File: src/rtl/hazard_stall_ctrl.sv
// Pipeline sequencing for the 5-stage core: load-use bubble, branch flush, and a
// memory-wait freeze FSM with watchdog, plus a saturating stall-cycle counter.
module hazard_stall_ctrl #(
    parameter int CNT_W       = 16,
    parameter int WAIT_W      = 8,
    parameter int TIMEOUT_CYC = 64
) (
    input  logic             clk_i,
    input  logic             rst_i,
    input  logic             idex_memread_i,
    input  logic [4:0]       idex_rt_i,
    input  logic [4:0]       ifid_rs_i,
    input  logic [4:0]       ifid_rt_i,
    input  logic             ifid_uses_rt_i,
    input  logic             branch_taken_i,
    input  logic             mem_req_i,
    input  logic             mem_ready_i,
    output logic             pc_write_o,
    output logic             ifid_write_o,
    output logic             ifid_flush_o,
    output logic             idex_write_o,
    output logic             idex_bubble_o,
    output logic             exmem_write_o,
    output logic             err_o,
    output logic [CNT_W-1:0] stall_cnt_o,
    output logic [1:0]       state_o
);
    typedef enum logic [1:0] {
        RUN      = 2'd0,
        MEM_WAIT = 2'd1,
        ERR      = 2'd2
    } state_t;

    localparam logic [WAIT_W-1:0] WAIT_LAST = WAIT_W'(TIMEOUT_CYC - 1);

    state_t             state_q, state_d;
    logic [WAIT_W-1:0]  wait_q, wait_d;
    logic [CNT_W-1:0]   cnt_q;
    logic               err_q;
    logic               lu;
    logic               freeze;
    logic               hazard_ok;

    assign lu = idex_memread_i && (idex_rt_i != 5'd0)
                && ((idex_rt_i == ifid_rs_i)
                    || (ifid_uses_rt_i && (idex_rt_i == ifid_rt_i)));

    // freeze: every enable low; hazard_ok: the lu/branch rules decide the outputs.
    always_comb begin
        state_d   = state_q;
        wait_d    = wait_q;
        freeze    = 1'b0;
        hazard_ok = 1'b0;
        case (state_q)
            RUN: begin
                if (mem_req_i && !mem_ready_i) begin
                    freeze  = 1'b1;
                    state_d = MEM_WAIT;
                    wait_d  = WAIT_W'(1);
                end else begin
                    hazard_ok = 1'b1;
                end
            end
            MEM_WAIT: begin
                if (mem_ready_i) begin
                    hazard_ok = 1'b1;
                    state_d   = RUN;
                    wait_d    = '0;
                end else begin
                    freeze = 1'b1;
                    wait_d = wait_q + WAIT_W'(1);
                    if (wait_q == WAIT_LAST) state_d = ERR;
                end
            end
            ERR: begin
                freeze = 1'b1;
            end
            default: begin
                freeze  = 1'b1;
                state_d = RUN;
            end
        endcase

        pc_write_o    = 1'b1;
        ifid_write_o  = 1'b1;
        ifid_flush_o  = 1'b0;
        idex_write_o  = 1'b1;
        idex_bubble_o = 1'b0;
        exmem_write_o = 1'b1;
        if (freeze) begin
            pc_write_o    = 1'b0;
            ifid_write_o  = 1'b0;
            idex_write_o  = 1'b0;
            exmem_write_o = 1'b0;
        end else if (hazard_ok && lu) begin
            // Branch is deliberately ignored here; it re-resolves after the bubble.
            pc_write_o    = 1'b0;
            ifid_write_o  = 1'b0;
            idex_bubble_o = 1'b1;
        end else if (hazard_ok && branch_taken_i) begin
            ifid_flush_o  = 1'b1;
        end

        // Reset fills the pipeline with NOPs regardless of state.
        if (rst_i) begin
            pc_write_o    = 1'b0;
            ifid_write_o  = 1'b0;
            ifid_flush_o  = 1'b1;
            idex_write_o  = 1'b1;
            idex_bubble_o = 1'b1;
            exmem_write_o = 1'b1;
        end
    end

    always_ff @(posedge clk_i) begin
        if (rst_i) begin
            state_q <= RUN;
            wait_q  <= '0;
            err_q   <= 1'b0;
            cnt_q   <= '0;
        end else begin
            state_q <= state_d;
            wait_q  <= wait_d;
            if (state_d == ERR) err_q <= 1'b1;
            if (!pc_write_o && (cnt_q != '1)) cnt_q <= cnt_q + CNT_W'(1);
        end
    end

    assign err_o       = err_q;
    assign stall_cnt_o = cnt_q;
    assign state_o     = state_q;
endmodule

File: config.mk
export PLATFORM = sky130hd
export DESIGN_NAME = hazard_stall_ctrl
export DESIGN_NICKNAME = d
export VERILOG_FILES = /design/src/rtl/hazard_stall_ctrl.sv
export SDC_FILE = /design/constraint.sdc
export NUM_CORES = 1
export LEC_CHECK = 0
export ABC_AREA = 1
export ABC_CLOCK_PERIOD_IN_PS = 2300
export CORE_UTILIZATION = 40
export CTS_CLUSTER_SIZE = 16
export DETAILED_ROUTE_END_ITERATION = 8
export PLACE_DENSITY_LB_ADDON = 0.15
export SLEW_MARGIN = 20
export SYNTH_ARGS = -nofsm -noshare
export SYNTH_HDL_FRONTEND = slang
export SYNTH_SLANG_ARGS = --single-unit
File: constraint.sdc
create_clock -name clk_i -period 2.3 [get_ports clk_i]
set_clock_uncertainty 0.05 [all_clocks]
set_input_delay 0.345 -clock clk_i [delete_from_list [all_inputs] [get_ports clk_i]]
set_output_delay 0.345 -clock clk_i [all_outputs]
set_load 0.03 [all_outputs]
==> flow_metrics.py <==
metrics = {
    "status": {
        "status": "complete, no violations",
    },
    "detailed_routing": {
        "drc": 0,
        "wirelength_um": 3580,
        "vias_per_cell": 4.72,
        "first_iter_violations": 124,
        "vias": 1738,
        "final_antenna_net_count": 0,
        "post_drt_wl_per_cell_um": 9.74,
        "dr.pass1.iters": 4,
    },
    "grt": {
        "grt_use_total_pct": 18.4,
        "overflow": 0,
        "grt_max_degree": 32,
        "grt_pass1_wl_um": 6320,
        "grt_pass1_vias": 1555,
        "antenna_found_initial": 0,
    },
    "logic_synthesis": {
        "yosys.area_share.adder_pct": 1.51,
        "synthXorXnorAreaFrac_pct": 1.06,
        "synth_compound_area_share_pct": 10.1,
        "syn-num-nets": 291,
        "synth_seq_cells": 27,
        "ys_async_sr_fraction_pct": 0,
        "synth_top_family_by_area": "simple AND/OR/NAND/NOR gates",
        "yosysUniqueCellTypes": 28,
        "muxShareOfSynthArea_pct": 0,
        "synth-seq-area-share_pct": 32.7,
        "yosys_most_used_dff": "dfxtp_1",
        "yosys_warnings": 0,
        "yosys.area_share.simple_pct": 42.7,
        "netlist_instances": 267,
        "synth-edff-count": 0,
        "syn-mean-instance-area_um2": 6.20,
        "synth_area_um2": 1660,
    },
    "power": {
        "power_leakage_nw": 0.995,
        "p_per_area_nw_per_um2": 437,
        "total_power_mw": 0.973,
        "max-vdd-ir-drop_mv": 0.316,
    },
    "clocking": {
        "tritoncts": "done",
        "clock-root-buffer": "clkbuf_8",
        "clk_latency_ps": 280,
        "post-cts-setup-buffers": 0,
        "cts-htree-levels": 1,
        "cts_hold_buf": 0,
        "clk_pin_slew_worst_paths_ps": 90,
        "cts_buffer_depth": 2,
        "cts_inserted_buffers": 3,
        "cts.sinks": 27,
    },
    "critical_path": {
        "required_ps": 1900,
        "worst_r2r_path_depth": 12,
        "crit_path_max_fanout": 3,
        "reg2reg_slack_ps": 560,
        "max_stage_delay_ps": 490,
        "startpoint_type": "primary input",
        "end_kind": "output port",
        "slowest_stage": "clkdlybuf4s50_1",
        "r2r-end": "stall_cnt_o[6]$_SDFFE_PP0P_",
        "crit_chain": "clkdlybuf4s50_1 -> inv_1 -> nand2_1 -> nand2_1 -> nor2_1 -> nand3_1 -> nand2_1 -> nand2_2 -> buf_4 -> nand3_4 -> inv_1 -> buf_4",
        "crit_path_frequent_cell": "nand2_1",
        "r2r-start": "stall_cnt_o[0]$_SDFFE_PP0P_",
        "crit_arrival_ps": 1750,
        "worstSetupPathType": "in -> out",
    },
    "sta": {
        "post-route-min-period_ps": 2140,
        "finalSetupViolations": 0,
        "worst_pin_slew_ps": 320,
        "rsz0062_at_grt": "false",
        "slew_viol_final": 0,
        "max_freq_mhz": 467,
        "finalSetupTns_ps": 0,
        "relSlewSlack_pct": 78.6,
        "period_share_pct": 93.1,
        "final_hold_viol_count": 0,
    },
    "floorplanning": {
        "placeableCoreArea_um2": 4000,
        "die-area_um2": 4400,
        "die_h_um": 66.3,
        "start_util_pct": 41.4,
        "placementRows": 23,
        "chipWidth_um": 66.3,
        "ios": 47,
    },
    "final_layout": {
        "diodes": 0,
        "final_common_cell": "nand2_1",
        "area_delta_synth_final_pct": 34.5,
        "fin_nets": 343,
        "final_cell_mix": "nand2_1 (71), nor2_1 (43), clkdlybuf4s50_1 (38)",
        "final_layout_size_suffix_gt1_share_pct": 9.43,
    },
    "worst_hold_path": {
        "whs_path_depth": 2,
        "hold_class": "reg -> reg",
        "min_to": "err_o$_SDFFE_PP0N_",
        "min_from": "err_o$_SDFFE_PP0N_",
    },
    "placed_design": {
        "dp.final_hpwl_um": 2710,
        "numPortBuffers": 46,
        "routabilityCongestion": 0.812,
    },
    "run": {
        "max_cap_viol_count": 0,
    },
}
[worst max-delay path by stage]
stage                                      from  cells past startpoint  slack [ps]      endpoint
final                              idex_rt_i[4]                     12         160  ifid_write_o
after global routing               idex_rt_i[3]                     12         0.7  ifid_write_o
after CTS                          idex_rt_i[3]                      9          80  ifid_flush_o
after detailed placement           idex_rt_i[3]                      9        -190  ifid_flush_o
after global placement             idex_rt_i[4]                      9        -160  ifid_flush_o
after floorplan           state_o[1]$_SDFF_PP0_                     10         200    pc_write_o
[stage by stage]
stage	hold slack (ps)	utilization (%)	std cells	cell area, um^2	setup WS, ps
2_1_floorplan	364	-	267	1660	199
3_3_place_gp	416	54.6	364	2180	-162
3_5_place_dp	427	54.6	364	2180	-187
4_1_cts	445	55.6	368	2230	82.4
5_1_grt	474	55.7	368	2230	0.652
6_report	442	55.7	368	2230	158
[area by class of cell]
type / instances / area [um^2]
clock buffers: 4 / 45.0
fillers: 432 / 1770
inverters: 38 / 143
multi-input cells: 195 / 916
flip-flops and latches: 27 / 541
well taps: 50 / 62.6
repair buffers: 54 / 520
[registers in the layout (all words and copies together), names as in the netlist]
register,flops
stall_cnt_o,16
wait_q,8
state_o,2
err_o,1
[where the power goes]
group / leakage, nW / internal, mW / switching [mW]
combinational: 0.754 / 0.0986 / 0.114
sequential: 0.218 / 0.476 / 0.0100
clock: 0.0228 / 0.124 / 0.150
total: 0.995 / 0.699 / 0.275
[metal layers]
layer  GRT usage [%]  up-vias  part of all wire, %
li1                -      949                    -
met1            22.2      743                   48
met2            31.8       40                   46
met3            3.97        6                  4.1
met4            6.65        0                  1.8
met5               0        -                    0
[synth_stat cells, drive strengths merged (2+ instances only)]
cell / n / area share (%)
inv: 38 / 8.6
dfxtp: 27 / 33
a21oi: 22 / 6.7
buf: 6 / 3.2
nand3b: 3 / 1.4
nor3: 8 / 2.4
o21ai: 3 / 0.91
ha: 2 / 1.5
nand2: 74 / 17
nand3: 29 / 10
nor2: 46 / 11
[cell families (layout without fill, tap and decap cells)]
kind of cell | after synthesis | in the layout
simple gates | 161 | 161
flops | 27 | 27
buf+inv | 45 | 96
xor+xnor | 2 | 2
compound gates | 30 | 30
fa+ha+maj | 2 | 2
[worst max-delay path: cells and delay by family]
kind | cells | cell delay (ps)
buffers and inverters | 5 | 920
and+or+nand+nor | 7 | 480
[timing repair]
action	4_1_cts	5_1_grt
endpoints found under the setup margin	1	3
cloned	0	0
resized for setup	1	4
pin swaps	0	0
hold endpoints to repair	0	0
(Power assumes the default switching activity.)
